File: config.mk
export PLATFORM = sky130hd
export DESIGN_NAME = mod_n_tcounter
export DESIGN_NICKNAME = d
export VERILOG_FILES = /design/src/rtl/mod_n_tcounter_pkg.sv /design/src/rtl/mod_n_tcounter_t_flipflop.sv /design/src/rtl/mod_n_tcounter.sv
export SDC_FILE = /design/constraint.sdc
export NUM_CORES = 1
export LEC_CHECK = 0
export CORE_AREA = 2 2 45 47
export DETAILED_ROUTE_END_ITERATION = 12
export DIE_AREA = 0 0 47 49
export PLACE_DENSITY = 0.71
export SLEW_MARGIN = 5
export SYNTH_ARGS = -nofsm -noshare
export SYNTH_HDL_FRONTEND = slang
export SYNTH_SLANG_ARGS = --single-unit
File: constraint.sdc
create_clock -name clk -period 1.8 [get_ports clk]
set_input_delay 0.27 -clock clk [delete_from_list [all_inputs] [get_ports clk]]
set_output_delay 0.27 -clock clk [all_outputs]
set_load 0.005 [all_outputs]
File: src/rtl/mod_n_tcounter_pkg.sv
// Shared constants for the modulo-N toggle-flop counter.
package mod_n_tcounter_pkg;
    localparam int   WIDTH_DEFAULT = 4;
    localparam logic DIR_UP        = 1'b1;
    localparam logic DIR_DOWN      = 1'b0;
endpackage

File: src/rtl/mod_n_tcounter_t_flipflop.sv
// Single T flip-flop with synchronous active-high reset; one per counter bit.
module t_flipflop (
    input  logic clk,
    input  logic rst,
    input  logic toggle,
    output logic q,
    output logic q_bar
);
    logic q_q;
    logic q_d;

    always_comb begin
        q_d = q_q ^ toggle;
    end

    always_ff @(posedge clk) begin
        if (rst) q_q <= 1'b0;
        else     q_q <= q_d;
    end

    assign q     = q_q;
    assign q_bar = ~q_q;
endmodule

File: src/rtl/mod_n_tcounter.sv
// Up/down counter over 0..max_val built from T flip-flops, with parallel
// load clamped to max_val, combinational terminal count and a wrap pulse.
module mod_n_tcounter
    import mod_n_tcounter_pkg::*;
#(
    parameter int WIDTH = WIDTH_DEFAULT
) (
    input  logic             clk,
    input  logic             rst,
    input  logic             en,
    input  logic             up,
    input  logic             load,
    input  logic [WIDTH-1:0] load_val,
    input  logic [WIDTH-1:0] max_val,
    output logic [WIDTH-1:0] count,
    output logic             tc,
    output logic             wrap
);
    logic [WIDTH-1:0] next_count;
    logic [WIDTH-1:0] t;
    logic [WIDTH-1:0] unused_q_bar;
    logic             wrap_d;
    logic             wrap_q;

    // Reset lives in the flops themselves, so this block only sees load/en/hold.
    always_comb begin
        next_count = count;
        wrap_d     = 1'b0;
        if (load) begin
            next_count = (load_val > max_val) ? max_val : load_val;
        end else if (en) begin
            if (up == DIR_UP) begin
                if (count >= max_val) begin
                    next_count = '0;
                    wrap_d     = 1'b1;
                end else begin
                    next_count = count + WIDTH'(1);
                end
            end else begin
                if (count == '0) begin
                    next_count = max_val;
                    wrap_d     = 1'b1;
                end else begin
                    next_count = count - WIDTH'(1);
                end
            end
        end
        t = count ^ next_count;
    end

    for (genvar i = 0; i < WIDTH; i++) begin : g_bit
        t_flipflop u_tff (
            .clk    (clk),
            .rst    (rst),
            .toggle (t[i]),
            .q      (count[i]),
            .q_bar  (unused_q_bar[i])
        );
    end

    always_ff @(posedge clk) begin
        if (rst) wrap_q <= 1'b0;
        else     wrap_q <= wrap_d;
    end

    assign wrap = wrap_q;
    assign tc   = en & ~load & ((up & (count >= max_val)) | (~up & (count == '0)));
endmodule

==> results.json <==
{
  "port_buffers": 18,
  "power_density_mw_per_mm2": 540,
  "rsz0062_at_grt": "true",
  "synthTopCellsByArea": "ha_1 (17%), dfxtp_1 (14%), inv_1 (5.1%)",
  "nNetsFinal": 160,
  "max_freq_mhz": 506,
  "antenna_found_initial": 0,
  "hold_violations": 0,
  "cp.required_ns": 1.53,
  "use_met1_pct": 27.0,
  "layout.cells.non_filler": 163,
  "syn_area_um2": 729,
  "hp-class": "in -> reg",
  "yosys-top-cells-count": "ha_1 (10), inv_1 (10)",
  "num_antenna_cells": 0,
  "die_width_um": 47,
  "grt_usage_pct": 23.4,
  "ys_ff_latch": 5,
  "vias": 911,
  "slew_headroom_pct": 73.2,
  "synth-edff-count": 0,
  "ys.flop_type": "dfxtp_1",
  "cts_root_buf": "clkbuf_4",
  "die_area_mm2": 0.00230,
  "post_drt_wl_per_cell_um": 15.8,
  "clkTransAtPathRegs_ns": 0.05,
  "dpl.hpwl_um": 1810,
  "yosysWarnings": 0,
  "cts_buffers": 3,
  "die_h_um": 49,
  "path_max_fanout": 2,
  "arrival_ns": 1.70,
  "placed_cells": 157,
  "rows": 16,
  "drtIter0Drc": 31,
  "postCtsHoldBufs": 0,
  "vdd_drop_max_mv": 0.329,
  "area_growth_pct": 73.6,
  "outcome": "finished with violations",
  "yosys.area.top_type": "ha_1",
  "setup_ws_ns": -0.175,
  "p_leak_uw": 0.000545,
  "synth_nets": 116,
  "setup_violations": 1,
  "async_reset_ff_share_pct": 0,
  "synth.yosys.seq_area_share_pct": 13.7,
  "drc": 0,
  "h-tree-depth": 1,
  "final_max_slew_viol_count": 0,
  "gr-usage-met3_pct": 6.67,
  "postPlaceCellArea_mm2": 0.00109,
  "drt_first_pass_iters": 5,
  "via_per_inst": 5.59,
  "initial_core_util_pct": 39.6,
  "n_fill_cell": 147,
  "yosysTopAreaCellShare_pct": 17.2,
  "violations": "setup timing",
  "grt-ovfl-total": 0,
  "place_congestion": 0.815,
  "routed_wl_um": 2570,
  "clock_latency_ns": 0.26,
  "ant_nets": 0,
  "fin_skew_ns": 0.00189,
  "worst_pin_slew_ns": 0.398,
  "timing_worst_setup_path_type": "reg -> out",
  "clockBufferDepth": 2,
  "grt.met2_usage_pct": 39.5,
  "total_power_uw": 683,
  "synth_cell_type_count": 44,
  "avgSynthCellArea_um2": 7.84,
  "period_needed_ns": 1.97,
  "grt_pass1_vias": 872,
  "drive_gt1_share_pct": 50.0,
  "fin_util_pct": 68.8,
  "grt_max_degree": 10,
  "critPathCaptureType": "primary output",
  "fin_area_mm2": 0.00127,
  "busiest_layer": "met2",
  "io_pins": 19,
  "fin_hold_ws_ns": 0.485,
  "postSynthCellCount": 93,
  "clock-sinks": 5,
  "period_share_pct": 110,
  "start_kind": "flop",
  "cts_tree": "built",
  "core-area_mm2": 0.00184,
  "max_cap_viol_count": 0,
  "grt_first_pass_wirelength_um": 3820
}
[metrics by stage]
stage	setup WS, ns	setup TNS [ns]
finish	-0.175	-0.175
global route	-0.251	-0.264
CTS	-0.0460	-0.0460
detailed placement	-0.755	-3.14
global placement	-0.670	-2.91
floorplan	0.0895	0
[report_power, final]
group | switching [uW] | leakage [uW] | total, uW | internal [uW]
Combinational | 183 | 0.000487 | 400 | 217
Clock | 58.9 | 0.0000150 | 143 | 84.6
Sequential | 15.9 | 0.0000422 | 140 | 124
Total | 257 | 0.000545 | 683 | 426
[cell families after synthesis]
| family | after synthesis | synth area share (%) |
|---|---|---|
| AO/OA/AOI/OAI | 28 | 29.3 |
| buffers and inverters | 17 | 11.8 |
| adder cells (fa/ha/maj) | 10 | 17.2 |
| flip-flops | 5 | 13.7 |
| multiplexers | 2 | 2.92 |
| AND/OR/NAND/NOR | 31 | 25.0 |
[final cells by class]
cell class / instances / area (um2) / share of cell area [%]
Multi-Input combinational cell: 71 / 687 / 54.2
Timing Repair Buffer: 46 / 375 / 29.6
Sequential cell: 5 / 104 / 8.20
Inverter: 10 / 40.0 / 3.16
Tap cell: 27 / 33.8 / 2.67
Clock buffer: 4 / 26.3 / 2.08
[flip-flops by register name, indices dropped and copies added, names as in the netlist]
name / count
g_bit.u_tff.q: 4
wrap: 1
[final timing paths]
kind	startpoint	endpoint	slack, ns	cells after the start
max	g_bit[2].u_tff.q	tc	-0.17	7
min	max_val[3]	g_bit[3].u_tff.q	0.49	4
max reg2reg	g_bit[0].u_tff.q	g_bit[1].u_tff.q	0.09	8
min reg2reg	g_bit[3].u_tff.q	g_bit[3].u_tff.q	0.68	2
[layer usage]
metal,part of all wire (%),routed length (um),up-vias
li1,-,-,441
met1,40,1040,421
met2,51,1320,35
met3,5.4,139,14
met4,3.1,79,0
met5,0,0,-
[critical path, stage by stage (launching register included)]
cell     delay, ns
dfxtp_1       0.39
ha_4          0.23
a21oi_1       0.12
o21ai_1       0.09
a31oi_1       0.23
and2b_1       0.21
nor3_2        0.05
buf_2         0.13
[cell usage in the layout (no fill, tap or decap), types with 3 or more instances in the layout]
master,instances
nand2_1,5
nor3_1,3
inv_1,6
inv_2,3
o21ai_0,4
clkdlybuf4s50_1,11
clkbuf_4,3
dlygate4sd2_1,3
ha_1,5
buf_4,27
nor2_1,5
a21oi_1,3
dfxtp_2,3
ha_4,4
[repair_timing]
item,in CTS,in global routing
setup endpoints to repair,5,5
pin swaps,9,11
gates resized for setup,29,17
buffers inserted,4,2
Note: power is estimated with default switching activity, not from simulation.
